`src/rtl/bram_bilinear_rd.sv`:
```
// bram_bilinear_rd: DDA-driven read controller returning bilinear neighbours from a parity-split line-buffer BRAM pair
module bram_bilinear_rd #(
   parameter int SRC_W = 640,
   parameter int SRC_H = 480,
   parameter int DST_W = 1920
) (
   input  logic        clk,
   input  logic        rst_n,
   input  logic        i_line_start,
   input  logic [9:0]  i_src_y,
   input  logic [7:0]  i_fy,
   input  logic [16:0] i_x_step,
   output logic        o_busy,
   output logic [11:0] o_ch0_raddr,
   output logic [11:0] o_ch1_raddr,
   output logic        o_bram_re,
   input  logic [31:0] i_ch0_rdata,
   input  logic [31:0] i_ch1_rdata,
   input  logic        i_bram_rvld,
   output logic [31:0] o_p00,
   output logic [31:0] o_p01,
   output logic [31:0] o_p10,
   output logic [31:0] o_p11,
   output logic [7:0]  o_fx,
   output logic [7:0]  o_fy,
   output logic        o_pix_vld,
   output logic        o_line_done
);
   localparam int CW = $clog2(DST_W);
   typedef enum logic [1:0] {IDLE, FETCH_A, FETCH_B} state_t;
   state_t r_state, w_next;
   logic [9:0]  r_y;
   logic [7:0]  r_fy;
   logic [16:0] r_step;
   logic [27:0] r_acc;
   logic [CW-1:0] r_cnt;
   logic        r_busy, r_tag_b, r_tag_y0, r_tag_y1, r_tag_last;
   logic [7:0]  r_tag_fx;
   logic [31:0] r_a_top, r_a_bot;
   logic [9:0]  w_y1, w_x0, w_x1, w_col;
   logic [1:0]  w_rid0, w_rid1;
   logic [31:0] w_top, w_bot;
   logic        w_start, w_last, w_pix;
   // acc carries 12 integer bits so DST_W steps of up to 2.0 never wrap before the column clamp
   assign w_y1    = (r_y >= 10'(SRC_H - 1)) ? r_y : r_y + 10'd1;
   assign w_x0    = (r_acc[27:16] > 12'(SRC_W - 1)) ? 10'(SRC_W - 1) : r_acc[25:16];
   assign w_x1    = (w_x0 >= 10'(SRC_W - 1)) ? w_x0 : w_x0 + 10'd1;
   assign w_col   = (r_state == FETCH_B) ? w_x1 : w_x0;
   assign w_rid0  = r_y[0] ? w_y1[2:1] : r_y[2:1];
   assign w_rid1  = r_y[0] ? r_y[2:1] : w_y1[2:1];
   assign w_start = i_line_start & ~r_busy;
   assign w_last  = r_cnt == CW'(DST_W - 1);
   assign o_bram_re   = r_state != IDLE;
   assign o_ch0_raddr = o_bram_re ? {w_rid0, w_col} : 12'd0;
   assign o_ch1_raddr = o_bram_re ? {w_rid1, w_col} : 12'd0;
   assign o_busy      = r_busy;
   assign w_top = r_tag_y0 ? i_ch1_rdata : i_ch0_rdata;
   assign w_bot = r_tag_y1 ? i_ch1_rdata : i_ch0_rdata;
   assign w_pix = i_bram_rvld & r_tag_b;
   // state register
   always_ff @(posedge clk or negedge rst_n)
      if (!rst_n) r_state <= IDLE;
      else        r_state <= w_next;
   // next state: two fetches per output pixel until the line count is reached
   always_comb begin
      w_next = r_state;
      w_next = (r_state == IDLE)    ? (w_start ? FETCH_A : IDLE) :
               (r_state == FETCH_A) ? FETCH_B :
               (w_last ? IDLE : FETCH_A);
   end
   // line parameters, DDA accumulator and pixel counter
   always_ff @(posedge clk or negedge rst_n)
      if (!rst_n) begin
         r_y <= '0; r_fy <= '0; r_step <= '0; r_acc <= '0; r_cnt <= '0; r_busy <= 1'b0;
      end else begin
         if (w_start) begin
            r_y <= i_src_y; r_fy <= i_fy; r_step <= i_x_step; r_acc <= '0; r_cnt <= '0;
         end else if (r_state == FETCH_B) begin
            r_acc <= r_acc + 28'(r_step);
            r_cnt <= r_cnt + 1'b1;
         end
         if (w_start) r_busy <= 1'b1;
         else if (o_line_done) r_busy <= 1'b0;
      end
   // tag travelling alongside each read so returning data can be steered
   always_ff @(posedge clk or negedge rst_n)
      if (!rst_n) begin
         r_tag_b <= 1'b0; r_tag_y0 <= 1'b0; r_tag_y1 <= 1'b0; r_tag_last <= 1'b0; r_tag_fx <= '0;
      end else begin
         r_tag_b    <= r_state == FETCH_B;
         r_tag_y0   <= r_y[0];
         r_tag_y1   <= w_y1[0];
         r_tag_last <= (r_state == FETCH_B) & w_last;
         r_tag_fx   <= r_acc[15:8];
      end
   // stage x0 column data, then publish the full neighbourhood on the x1 return
   always_ff @(posedge clk or negedge rst_n)
      if (!rst_n) begin
         r_a_top <= '0; r_a_bot <= '0; o_p00 <= '0; o_p01 <= '0; o_p10 <= '0; o_p11 <= '0;
         o_fx <= '0; o_fy <= '0; o_pix_vld <= 1'b0; o_line_done <= 1'b0;
      end else begin
         if (i_bram_rvld & ~r_tag_b) begin
            r_a_top <= w_top;
            r_a_bot <= w_bot;
         end
         if (w_pix) begin
            o_p00 <= r_a_top; o_p01 <= w_top; o_p10 <= r_a_bot; o_p11 <= w_bot;
            o_fx  <= r_tag_fx; o_fy <= r_fy;
         end
         o_pix_vld   <= w_pix;
         o_line_done <= w_pix & r_tag_last;
      end
endmodule
```
`config.mk`:
```
export PLATFORM = sky130hd
export DESIGN_NAME = bram_bilinear_rd
export DESIGN_NICKNAME = d
export VERILOG_FILES = /design/src/rtl/bram_bilinear_rd.sv
export SDC_FILE = /design/constraint.sdc
export NUM_CORES = 1
export LEC_CHECK = 0
export ABC_AREA = 1
export BUFFER_PORTS_ARGS = -buffer_cell sky130_fd_sc_hd__buf_2
export CELL_PAD_IN_SITES_DETAIL_PLACEMENT = 1
export CELL_PAD_IN_SITES_GLOBAL_PLACEMENT = 2
export CORE_MARGIN = 5
export CORE_UTILIZATION = 29
export DETAILED_ROUTE_END_ITERATION = 12
export PLACE_DENSITY_LB_ADDON = 0.1
export SLEW_MARGIN = 20
export SYNTH_ARGS = -nofsm -noshare
export SYNTH_HDL_FRONTEND = slang
export SYNTH_SLANG_ARGS = --single-unit
```
`constraint.sdc`:
```
create_clock -name clk -period 2.6 [get_ports clk]
set_clock_uncertainty 0.05 [all_clocks]
set_input_delay 0.65 -clock clk [delete_from_list [all_inputs] [get_ports clk]]
set_output_delay 0.65 -clock clk [all_outputs]
set_load 0.1 [all_outputs]
```
# Word-level counts from Yosys, hierarchy flattened
# Cells that the tools add are included.
# W data, S select, Z words.
# word_totals
reg_bits	299
latchBits	0
ram_bits	0
rom_bits	0
out_inout_bits	172
word_cells	63
mem_count	0
# op_classes
add_sub_neg	4
mul	0
div_mod_pow	0
n_lt_le_gt_ge	3
n_eq_ne	3
shifts	0
mux	20
bitwise	7
n_reduce_logical	4
# op_table
cell	n
$mux W32	2
$mux W28	2
$mux W10	3
$add A28 B17 Y28	1
$mux W12	2
$mux W11	2
$gt A12 B10 Y1 const B	1
$add A11 B1 Y11 const B	1
$eq A11 B11 Y1 const B	1
$add A10 B1 Y10 const B	1
$ge A10 B10 Y1 const B	1
$ge A10 B9 Y1 const B	1
$mux W2	4
$reduce_bool A2 Y1	3
$and A1 B1 Y1	5
$mux W1	4
$add A3 B1 Y3 const B	1
$mux W3	1
$eq A2 B1 Y1 const B	1
$eq A2 B2 Y1 const B	1
$logic_not A2 Y1	1
$not A1 Y1	2

# Logic depth before layout (Yosys ltp)
# Gate-level depths: netlist of the first run.
# logic_depth
ltp_word	6
mapped_depth	14
mapped_depth_nobuf	12

# Worst setup path before layout of the first run
# OpenSTA, ideal clock, no wires.
# synth_path
kind	register -> output
startpoint	register r_acc[24]
endpoint	output port o_ch1_raddr[8]
arrival_time_ns	3.519
slack_ns	-1.619
path_stages_with_launch	13
path_buffers	2
cell_sequence	dfrtp_1 > nand2_1 > nand3_2 > buf_6 > inv_1 > nand2_1 > ha_1 > inv_1 > nor2_1 > o21a_1 > nand3_1 > a21oi_1 > buf_4
# synth_via
elab_chain_cells	6
elab_cells_between_ends	7
# synth_rtl
item	line_no	source
from (decl)	35	logic [27:0] r_acc;
from (signal assigned)	79	r_acc <= r_acc + 28'(r_step);
$gt A12 B10 Y1	46	assign w_x0 = (r_acc[27:16] > 12'(SRC_W - 1)) ? 10'(SRC_W - 1) : r_acc[25:16];
$mux W10 *	46	
$add A10 B1 Y10 or $ge A10 B10 Y1 (tied branches)	47	assign w_x1 = (w_x0 >= 10'(SRC_W - 1)) ? w_x0 : w_x0 + 10'd1;
$mux W10	47	
$mux W10 *	48	assign w_col = (r_state == FETCH_B) ? w_x1 : w_x0;
$mux W12 *	55	assign o_ch1_raddr = o_bram_re ? {w_rid1, w_col} : 12'd0;
to (decl)	15	output logic [11:0] o_ch1_raddr,
# Every way passes the cells marked *; elsewhere a longest branch is shown, timed or not.

# Worst setup path in the final report of the first run
# layout_path
startpoint	register r_acc[27]
endpoint	output port o_ch0_raddr[3]
# layout_via
elab_chain_cells	6
elab_cells_between_ends	7
# layout_rtl
item	line_no	source
$gt A12 B10 Y1 *	46	
$mux W10 *	46	
$add A10 B1 Y10 or $ge A10 B10 Y1 (tied branches)	47	
$mux W10	47	
$mux W10 *	48	
$mux W12 *	54	assign o_ch0_raddr = o_bram_re ? {w_rid0, w_col} : 12'd0;
to (decl)	14	output logic [11:0] o_ch0_raddr,
# Marked as above.

==> results of run 1 <==
-- cells by family after synthesis --
kind of cell               after synthesis
and+or+nand+nor                        858
DFF                                    299
AOI/OAI and AO/OA                      286
buffers and inverters                  272
adders and majority gates               21
xor gates and xnor gates                 3
-- per-stage QoR --
step / power [mW] / hold WS, ns / worst slack (ns)
floorplan: 6.955 / 0.3044 / -0.3748
global placement: 7.608 / 0.3467 / -0.1283
detailed placement: 7.630 / 0.3522 / -0.1634
CTS: 13.36 / 0.2133 / -0.5266
global route: 13.69 / 0.2324 / -0.5944
finish: 13.12 / 0.2550 / -0.4400
-- area by class of cell --
cell class                      instances  area (sq um)
Sequential cell                       299          7486
Clock buffer                           56          1162
Inverter                              186         708.2
Clock inverter                         14         177.7
Tap cell                              607         759.5
Multi-Input combinational cell       1168          5505
Fill cell                            5585         28300
Timing Repair Buffer                  351          2455
-- worst max path at each step --
| stage | slack [ns] | endpoint |
|---|---|---|
| after detailed placement | -0.16 | o_ch0_raddr[1] |
| after floorplan | -0.37 | o_ch1_raddr[7] |
| final | -0.44 | o_ch0_raddr[3] |
| after CTS | -0.53 | o_ch1_raddr[8] |
| after global placement | -0.13 | o_ch0_raddr[1] |
| after global routing | -0.59 | o_ch1_raddr[7] |
-- worst register-to-register path: stages, from the launching register on --
cell                      delay (ns)
sky130_fd_sc_hd__dfrtp_1        0.35
sky130_fd_sc_hd__ha_1           0.25
sky130_fd_sc_hd__fa_1           0.26
sky130_fd_sc_hd__nand2_1        0.09
sky130_fd_sc_hd__nand3_1        0.10
sky130_fd_sc_hd__nand2_1        0.12
sky130_fd_sc_hd__o21ai_0        0.40
sky130_fd_sc_hd__nand3_1        0.19
sky130_fd_sc_hd__nand2_1        0.10
sky130_fd_sc_hd__nand2_1        0.05
sky130_fd_sc_hd__nand3_1        0.07
sky130_fd_sc_hd__nand2_1        0.05
-- cells in the mapped netlist --
library cell,n
sky130_fd_sc_hd__fa_1,1
sky130_fd_sc_hd__buf_2,3
sky130_fd_sc_hd__a32o_1,1
sky130_fd_sc_hd__dfrtp_1,299
sky130_fd_sc_hd__nand2_2,1
sky130_fd_sc_hd__buf_4,11
sky130_fd_sc_hd__nand4_1,4
sky130_fd_sc_hd__inv_2,1
sky130_fd_sc_hd__inv_1,183
sky130_fd_sc_hd__nor3_1,9
sky130_fd_sc_hd__a31oi_1,1
sky130_fd_sc_hd__clkinv_1,2
sky130_fd_sc_hd__o21a_1,3
sky130_fd_sc_hd__nand2_1,712
sky130_fd_sc_hd__nor2_2,1
sky130_fd_sc_hd__buf_1,14
sky130_fd_sc_hd__o211ai_1,1
sky130_fd_sc_hd__or2_2,5
sky130_fd_sc_hd__o31ai_1,1
sky130_fd_sc_hd__o21ai_0,222
sky130_fd_sc_hd__o21bai_1,1
sky130_fd_sc_hd__clkbuf_1,55
sky130_fd_sc_hd__buf_6,3
sky130_fd_sc_hd__o21ai_1,7
sky130_fd_sc_hd__ha_1,20
sky130_fd_sc_hd__o221ai_1,1
sky130_fd_sc_hd__and2_1,1
sky130_fd_sc_hd__a21oi_1,45
sky130_fd_sc_hd__a22o_1,3
sky130_fd_sc_hd__nand3_2,2
sky130_fd_sc_hd__xor2_1,3
sky130_fd_sc_hd__nand3_1,42
sky130_fd_sc_hd__nand3b_1,3
sky130_fd_sc_hd__nor4_1,1
sky130_fd_sc_hd__nor2_1,77
-- what timing repair did --
action | in CTS | in global routing
hold endpoints to repair | 46 | 0
endpoints found under the setup margin | 25 | 25
cloned | 1 | 0
buffers inserted | 13 | 4
pin swaps | 19 | 10
resized for setup | 50 | 35
hold buffers | 1 | 0
-- cell usage in the layout, fill, tap and decap left out, types with 7 or more instances in the layout --
cell,Yosys,layout
sky130_fd_sc_hd__nand2_1,712,692
sky130_fd_sc_hd__dfrtp_1,299,296
sky130_fd_sc_hd__buf_2,3,248
sky130_fd_sc_hd__o21ai_0,222,215
sky130_fd_sc_hd__inv_1,183,172
sky130_fd_sc_hd__nor2_1,77,62
sky130_fd_sc_hd__buf_4,11,60
sky130_fd_sc_hd__clkbuf_16,0,41
sky130_fd_sc_hd__a21oi_1,45,34
sky130_fd_sc_hd__nand3_1,42,34
sky130_fd_sc_hd__buf_12,0,32
sky130_fd_sc_hd__ha_1,20,18
sky130_fd_sc_hd__nand2_2,1,14
sky130_fd_sc_hd__nor2_4,0,12
sky130_fd_sc_hd__o21ai_1,7,10
sky130_fd_sc_hd__inv_2,1,9
sky130_fd_sc_hd__nor3_1,9,8
sky130_fd_sc_hd__nand3_2,2,8
sky130_fd_sc_hd__clkinv_2,0,8
sky130_fd_sc_hd__clkbuf_8,0,8
sky130_fd_sc_hd__buf_6,3,8
sky130_fd_sc_hd__nand2_4,0,7
sky130_fd_sc_hd__a21oi_4,0,7
sky130_fd_sc_hd__clkbuf_1,55,7
-- sequential cells by signal (all words and copies together), names as in the netlist, 2 cells and up --
register and cells:
r_y 10, r_acc 28, o_p01 32, r_state 2
o_fx 8, r_fy 8, r_a_top 32, r_cnt 11
o_p11 32, o_p10 32, o_fy 8, r_a_bot 32
o_p00 32, r_tag_fx 8, r_step 17
-- per-layer routing --
metal / wire length, microns / vias up
li1: - / 6023
met1: 20100 / 5908
met5: 0 / -
met4: 1153 / 0
met2: 24030 / 209
met3: 2353 / 69
-- power by group through the flow --
stage	combinational (mW)	clock, mW	sequential [mW]
after CTS	2.46	5.80	5.09
after global routing	2.57	6.00	5.12
final	2.42	5.61	5.09
after detailed placement	2.46	0	5.17
after global placement	2.44	0	5.16
after floorplan	0.318	0	6.64
==> flow_metrics.tcl, run 1 <==
set metrics [dict create \
    power.sequential.fraction_pct 38.8 \
    timing.critical_path.mode_cell "sky130_fd_sc_hd__buf_4" \
    critical_path_depth 9 \
    post_synth_main_area_contributors "sky130_fd_sc_hd__dfrtp_1 (55%), sky130_fd_sc_hd__nand2_1 (20%), sky130_fd_sc_hd__o21ai_0 (8.1%)" \
    cts_buffers 39 \
    drt_initial_violations 620 \
    num_vias 12210 \
    start_util_pct 29.37 \
    grt_usage_pct 18.35 \
    synth_top_area_cell "sky130_fd_sc_hd__dfrtp_1" \
    failed_checks "setup timing" \
    grt_total_ovfl 0 \
    finalInstanceArea_sq_um 18250 \
    max_slew_margin_pct 45.12 \
    worst_setup_path_startpoint "r_acc[27]$_DFFE_PN0P_" \
    p_per_area_nw_per_um2 718.7 \
    synth.yosys.seq_area_share_pct 54.71 \
    syn-instance-count 1739 \
    clockBufferDepth 3 \
    final_hold_viol_count 0 \
    fraction_of_synthesized_area_in_multiplexers_pct 0 \
    post-dp-hpwl_microns 34580 \
    rr_endpoint "r_acc[14]$_DFFE_PN0P_" \
    setup_cp_type "reg2out" \
    grt_pass1_vias 12980 \
    timing.final.ws_setup_ns -0.4400 \
    placed_area_sq_um 16500 \
    grt_busiest_layer "met2" \
    area_growth_pct 33.48 \
    run_status "finished with violations" \
    antenna_violations_before_repair 0 \
    worst_hold_path.endpoint "r_step[2]$_DFFE_PN0P_" \
    io-pin-count 275 \
    dominant_combinational_cell_family_by_area_after_synthesis "simple AND/OR/NAND/NOR gates" \
    synth-seq-cells 299 \
    slack_of_the_worst_reg_to_reg_path_ns 0.42 \
    intPower_mw 8.813 \
    finalCriticalPeriod_ns 3.040 \
    power.ir.vdd_worst_mv 0.4182 \
    post-route-util_pct 39.21 \
    timing.hold.worst.class "in2reg" \
    reg2reg_from "r_step[0]$_DFFE_PN0P_" \
    ctsHtreeMaxLevel 2 \
    std_cell_core_area_sq_um 46560 \
    cts_tree "yes" \
    drive_gt1_share_pct 24.11 \
    yosysWarnings 0 \
    synthesis.nets 1863 \
    post-place-cells 2593 \
    compound_gate_fraction_of_synth_area_pct 10.73 \
    buffer_ports.inserted 274 \
    fmax_mhz 328.9 \
    use_met1_pct 22.68 \
    drv_slew 0 \
    worst-slew-pin-transition_ns 0.8232 \
    setup_violations 23 \
    whs_path_depth 3 \
    r2r_cells 11 \
    yosys.cell_types.count 35 \
    die_x_microns 227.2 \
    gr-usage-met2_pct 32.76 \
    synthSimpleGateAreaFrac_pct 24.43 \
    power.share.combinational_pct 18.5 \
    cap_violations 0 \
    synth_adder_area_share_pct 1.976 \
    hp-start "i_x_step[2]" \
    route.detailed.wl_per_inst_microns 17.77 \
    post_synth.cell_area_avg_sq_um 7.864 \
    start_kind "flop" \
    grt_setup_unrepaired "yes" \
    cp.buffers_inverters 3 \
    power.clock.fraction_pct 42.8 \
    arrival_time_reported_for_the_critical_path_endpoint_ns 2.34 \
    tns_ns -7.617 \
    first_pass_iters 4 \
    syn-cell-area_sq_um 13680 \
    post_layout_nonfiller_instances 2681 \
    p_leak_nw 10.01 \
    grt_start_max_net_pins 114 \
    power_switching_share_pct 32.82 \
    post_synth_xor_area_fraction_pct 0.1921 \
    path_delay_family "simple AND/OR/NAND/NOR gates" \
    rows 79 \
    cts.sinks 299 \
    critical_path_maximum_fanout 8 \
    grt_pass1_wl_microns 74310 \
    max_stage_delay_ns 0.39 \
    required_ns 1.90 \
    cp-end-kind "output pin" \
    design.final.nets 2169 \
    clk_root_buffer_cell "sky130_fd_sc_hd__clkbuf_16" \
    detail-route-antenna-nets 0 \
    n_antenna_cell 0 \
    slowest_cell_on_the_critical_path "sky130_fd_sc_hd__dfrtp_1" \
    floorplan_die_height_microns 227.2 \
    drcViolationCount 0 \
    design.die.area_sq_um 51600 \
    synth_largest_type_area_fraction_pct 54.71 \
    skew_pair_late_insertion_delay_ns 0.54 \
    p_sw_mw 4.305 \
    cts.clk_slew.worst_paths_ns 0.05 \
    finalWeightedCongestion 0.8008 \
    global_route.usage.met3_pct 3.933 \
    critical_path.cell_chain "nor2_2 -> nand3_4 -> buf_4 -> buf_4 -> or2_2 -> nand3_2 -> nand2_2 -> nor2_4 -> buf_12" \
    final_cycle_utilization_of_the_critical_path_pct 116.9 \
    post_drt_via_cell_ratio 4.554 \
    totalWireLength_microns 47640 \
]
(Power assumes the default switching activity.)
==> run 2: changes to the inputs <==
- BUFFER_PORTS_ARGS: -buffer_cell sky130_fd_sc_hd__buf_2 -> unset
- CORE_UTILIZATION: 29 -> 39
- DONT_BUFFER_PORTS: unset -> 1
- SETUP_SLACK_MARGIN: unset -> 0.02
- clock period: 2.6 -> 3.5 ns (I/O delays scaled with it)
==> flow_metrics.tcl, run 2 (synthesized netlist as in run 1, its figures left out) <==
set metrics [dict create \
    run_status "finished with violations" \
    failed_checks "hold timing" \
    p_leak_nw 8.480 \
    power.ir.vdd_worst_mv 0.2908 \
    std_cell_core_area_sq_um 34540 \
    num_vias 11070 \
    fmax_mhz 294.5 \
    cap_violations 0 \
    start_util_pct 39.59 \
    finalWeightedCongestion 0.8110 \
    cts.sinks 299 \
    clk_root_buffer_cell "sky130_fd_sc_hd__clkbuf_16" \
    p_sw_mw 2.995 \
    power_switching_share_pct 33.07 \
    die_x_microns 197.3 \
    clockBufferDepth 3 \
    route.detailed.wl_per_inst_microns 19.00 \
    grt_pass1_wl_microns 66070 \
    cts_buffers 36 \
    worst-slew-pin-transition_ns 1.033 \
    reg2reg_from "r_state[0]$_DFF_PN0_" \
    grt_setup_unrepaired "no" \
    ff_latch_area_sq_um 7486 \
    layout.cells.most_common_list "sky130_fd_sc_hd__nand2_1 (701), sky130_fd_sc_hd__dfrtp_1 (296), sky130_fd_sc_hd__o21ai_0 (219)" \
    drv_slew 0 \
    fillers 4185 \
    cts_tree "yes" \
    drive_gt1_share_pct 8.765 \
    power.clock.fraction_pct 41.9 \
    finalCriticalPeriod_ns 3.396 \
    grt_start_max_net_pins 300 \
    n_antenna_cell 0 \
    io-pin-count 275 \
    totalWireLength_microns 42030 \
    max_slew_margin_pct 31.11 \
    multiInputGateArea_sq_um 5341 \
    first_pass_iters 4 \
    p_per_area_nw_per_um2 573.2 \
    design.final.nets 1855 \
    area_growth_pct 15.56 \
    placed_area_sq_um 14390 \
    buffer_ports.inserted 0 \
    design.die.area_sq_um 38910 \
    power.sequential.fraction_pct 54.6 \
    finalInstanceArea_sq_um 15800 \
    grt_pass1_vias 11730 \
    final_common_cell "sky130_fd_sc_hd__nand2_1" \
    drcViolationCount 0 \
    setup_violations 0 \
    worst_setup_path_startpoint "r_acc[27]$_DFFE_PN0P_" \
    post_drt_via_cell_ratio 5.005 \
    timing.hold.worst.class "in2async" \
    skew_pair_late_insertion_delay_ns 0.53 \
    antenna_violations_before_repair 0 \
    cts.clk_slew.worst_paths_ns 0.06 \
    cp-end-kind "output pin" \
    required_ns 2.57 \
    floorplan_die_height_microns 197.3 \
    arrival_time_reported_for_the_critical_path_endpoint_ns 2.47 \
    start_kind "flop" \
    grt_usage_pct 21.41 \
    power.share.combinational_pct 3.5 \
    grt_total_ovfl 0 \
    intPower_mw 6.063 \
    final_hold_viol_count 14 \
    ctsHtreeMaxLevel 2 \
    critical_path_maximum_fanout 11 \
    rows 68 \
    post-dp-hpwl_microns 29530 \
    finalHoldWorstSlack_ns -0.01103 \
    setup_cp_type "reg2out" \
    detail-route-antenna-nets 0 \
    drt_initial_violations 517 \
    final_cycle_utilization_of_the_critical_path_pct 97.02 \
]
-- run 2: cell count changes in the layout (fill, tap and decap cells not counted), moves of 4 or more --
cell                        previous run  this run
sky130_fd_sc_hd__buf_2               248         0
sky130_fd_sc_hd__buf_4                60        23
sky130_fd_sc_hd__buf_12               32        16
sky130_fd_sc_hd__inv_1               172       181
sky130_fd_sc_hd__nand2_1             692       701
sky130_fd_sc_hd__buf_6                 8         0
sky130_fd_sc_hd__inv_2                 9         2
sky130_fd_sc_hd__a21oi_4               7         1
sky130_fd_sc_hd__nand2_2              14         8
sky130_fd_sc_hd__a21oi_1              34        39
sky130_fd_sc_hd__clkbuf_16            41        37
sky130_fd_sc_hd__o21ai_0             215       219
-- run 2: routing by layer --
metal / global-route usage [%] / vias up / wire length (microns)
met5: 0 / - / 0
met4: 6.882 / 0 / 1303
met2: 37.06 / 231 / 21050
met3: 5.782 / 63 / 2654
met1: 26.03 / 5389 / 17020
li1: - / 5389 / -
-- run 2: worst max-delay path: stages, from the launching register on --
cell,delay (ns)
sky130_fd_sc_hd__dfrtp_1,0.40
sky130_fd_sc_hd__nor2_2,0.17
sky130_fd_sc_hd__nand3_4,0.11
sky130_fd_sc_hd__buf_4,0.19
sky130_fd_sc_hd__or2_2,0.37
sky130_fd_sc_hd__nand2_4,0.15
sky130_fd_sc_hd__nand2_1,0.07
sky130_fd_sc_hd__o21ai_1,0.21
sky130_fd_sc_hd__nor2_4,0.06
sky130_fd_sc_hd__buf_12,0.20
-- run 2: area by class of cell --
| cell class | count | share of cell area (%) |
|---|---|---|
| Sequential cell | 299 | 47.37 |
| Timing Repair Buffer | 39 | 3.119 |
| Inverter | 186 | 4.449 |
| Tap cell | 455 | 3.602 |
| Clock inverter | 13 | 0.8392 |
| Multi-Input combinational cell | 1169 | 33.80 |
| Clock buffer | 51 | 6.824 |
-- run 2: worst paths after layout --
path                                               to  slack (ns)  cells past startpoint
worst min-delay path            o_p00[15]$_DFFE_PN0P_       -0.01                      0
worst max register to register   r_acc[3]$_DFFE_PN0P_        1.10                      9
worst min register to register  r_tag_fx[6]$_DFF_PN0_        0.36                      0
min in group clk                r_tag_fx[6]$_DFF_PN0_        0.36                      0
max in group asynchronous          r_tag_y0$_DFF_PN0_        2.87                      0
worst max-delay path                   o_ch1_raddr[1]        0.10                      9
-- run 2: repair_timing --
| action | CTS | global route |
|---|---|---|
| gates resized for setup | 9 | 30 |
| gates cloned | 0 | 1 |
| pin swaps | 1 | 12 |
| setup buffers | 3 | 6 |
| endpoints found under the hold margin | 299 | 135 |
| endpoints found under the setup margin | 18 | 18 |
-- run 2: power groups by stage --
stage	combinational, mW	clock, mW	sequential, mW
final	0.317	3.80	4.94
after CTS	0.327	3.92	4.95
after detailed placement	0.322	0	5.02
after floorplan	0.236	0	4.93
after global placement	0.305	0	5.01
after global routing	0.379	4.06	4.97
-- run 2: per-stage QoR --
stage               setup WS [ns]  utilization, %  power (mW)  TNS [ns]  cells
finish                     0.1044           45.75       9.058         0   2212
floorplan                 -0.2740               -       5.167   -0.4861   1739
global route              0.01265           45.75       9.406         0   2212
global placement           0.3934           41.66       5.316         0   2138
CTS                       0.03254           45.29       9.197         0   2205
detailed placement         0.3288           41.66       5.338         0   2138
==> run 3: changes to the inputs <==
- CORE_ASPECT_RATIO: unset -> 0.8
==> flow_metrics.tcl, run 3 (synthesized netlist as in run 1, its figures left out) <==
set metrics [dict create \
    grt_pass1_vias 11470 \
    max_slew_margin_pct 30.85 \
    cts.sinks 299 \
    p_leak_nw 8.503 \
    finalHoldWorstSlack_ns 0.03496 \
    design.final.nets 1856 \
    total_power_mw 9.196 \
    first_pass_iters 4 \
    cts_buffers 34 \
    final_cycle_utilization_of_the_critical_path_pct 96.98 \
    cp-end-kind "output pin" \
    run_status "finished, final reports clean" \
    post-dp-hpwl_microns 28690 \
    setup_violations 0 \
    timing.hold.worst.class "in2async" \
    start_util_pct 39.38 \
    grt_start_max_net_pins 300 \
    final_common_cell "sky130_fd_sc_hd__nand2_1" \
    finalWeightedCongestion 0.8323 \
    finalCriticalPeriod_ns 3.394 \
    critical_path_maximum_fanout 5 \
    cts_tree "yes" \
    clockBufferDepth 3 \
    drive_gt1_share_pct 8.310 \
    die_x_microns 219.4 \
    grt_total_ovfl 0 \
    layout.cells.most_common_list "sky130_fd_sc_hd__nand2_1 (703), sky130_fd_sc_hd__dfrtp_1 (295), sky130_fd_sc_hd__o21ai_0 (219)" \
    num_vias 11040 \
    ctsHtreeMaxLevel 2 \
    grt_usage_pct 21.18 \
    route.detailed.wl_per_inst_microns 18.89 \
    totalWireLength_microns 42120 \
    n_antenna_cell 0 \
    skew_pair_late_insertion_delay_ns 0.53 \
    detail-route-antenna-nets 0 \
    slack_of_the_worst_reg_to_reg_path_ns 1.03 \
    io-pin-count 275 \
    setup_cp_type "reg2out" \
    std_cell_core_area_sq_um 34730 \
    drv_slew 0 \
    drt_initial_violations 621 \
    buffer_ports.inserted 0 \
    floorplan_die_height_microns 177.5 \
    rows 61 \
    cap_violations 0 \
    start_kind "flop" \
    fmax_mhz 294.6 \
    grt_pass1_wl_microns 65300 \
    required_ns 2.57 \
    cts.clk_slew.worst_paths_ns 0.06 \
    post_drt_via_cell_ratio 4.952 \
    drcViolationCount 0 \
    worst-slew-pin-transition_ns 1.037 \
    final_hold_viol_count 0 \
    antenna_violations_before_repair 0 \
    arrival_time_reported_for_the_critical_path_endpoint_ns 2.47 \
    design.die.area_sq_um 38930 \
    area_growth_pct 16.08 \
    tns_ns 0 \
    power.ir.vdd_worst_mv 0.5705 \
    clk_root_buffer_cell "sky130_fd_sc_hd__clkbuf_16" \
    p_per_area_nw_per_um2 579.3 \
]
==> run 3: what timing repair did <==
action                                 CTS  global route
endpoints found under the hold margin  279            80
resized for setup                        9            23
pin swaps                                0             9
buffers inserted                         3             7
cloned                                   0             1
setup endpoints to repair               18            18
==> run 3: metal layers <==
metal	wire, microns	part of all wire, %	GRT usage, %
met5	0	0	0
met4	556	1.3	3.584
met3	2505	5.9	5.390
met2	20740	49	36.36
met1	18310	43	27.62
==> run 3: per-stage QoR <==
step           util (%)  setup WS, ns  area, sq um  std cells
4_1_cts           45.13       0.04355        15670       2218
3_5_place_dp      41.48        0.3289        14400       2154
2_1_floorplan         -       -0.2740        13740       1739
5_1_grt           45.71      -0.01657        15880       2229
6_report          45.71        0.1058        15880       2229
3_3_place_gp      41.48        0.4094        14400       2154
==> run 3: path summary, 6_finish.rpt <==
check,start,end,depth (start not counted)
max reg2reg,r_state[0]$_DFF_PN0_,r_acc[3]$_DFFE_PN0P_,9
min reg2reg,r_acc[11]$_DFFE_PN0P_,r_tag_fx[3]$_DFF_PN0_,0
max,r_acc[26]$_DFFE_PN0P_,o_ch1_raddr[8],12
min,rst_n,o_p10[4]$_DFFE_PN0P_,0
min in group clk,r_acc[11]$_DFFE_PN0P_,r_tag_fx[3]$_DFF_PN0_,0
max in group asynchronous,rst_n,o_p01[3]$_DFFE_PN0P_,1
==> run 3: report_power, final <==
part | internal, mW | total [mW] | switching [mW]
sequential | 3.64 | 4.95 | 1.30
clock | 2.42 | 3.91 | 1.49
combinational | 0.122 | 0.337 | 0.215
==> run 3: worst max-delay path, stage by stage, from the launching register on <==
cell and delay, ns:
sky130_fd_sc_hd__dfrtp_1 0.42, sky130_fd_sc_hd__nor2_2 0.18, sky130_fd_sc_hd__nand3_4 0.10, sky130_fd_sc_hd__inv_4 0.10
sky130_fd_sc_hd__nand2_4 0.06, sky130_fd_sc_hd__ha_4 0.17, sky130_fd_sc_hd__inv_1 0.09, sky130_fd_sc_hd__nor2_4 0.06
sky130_fd_sc_hd__o21a_1 0.14, sky130_fd_sc_hd__nand3_2 0.11, sky130_fd_sc_hd__o21ai_2 0.08, sky130_fd_sc_hd__a21oi_4 0.16
sky130_fd_sc_hd__buf_12 0.26
==> run 3: layout make-up <==
class / count / area [sq um]
sequential: 299 / 7487
timing repair buffer: 42 / 550.5
fill: 4145 / 18850
multi-input combinational: 1169 / 5323
clock buffer: 46 / 977.2
clock inverter: 15 / 246.5
tap: 472 / 590.6
inverter: 186 / 700.7
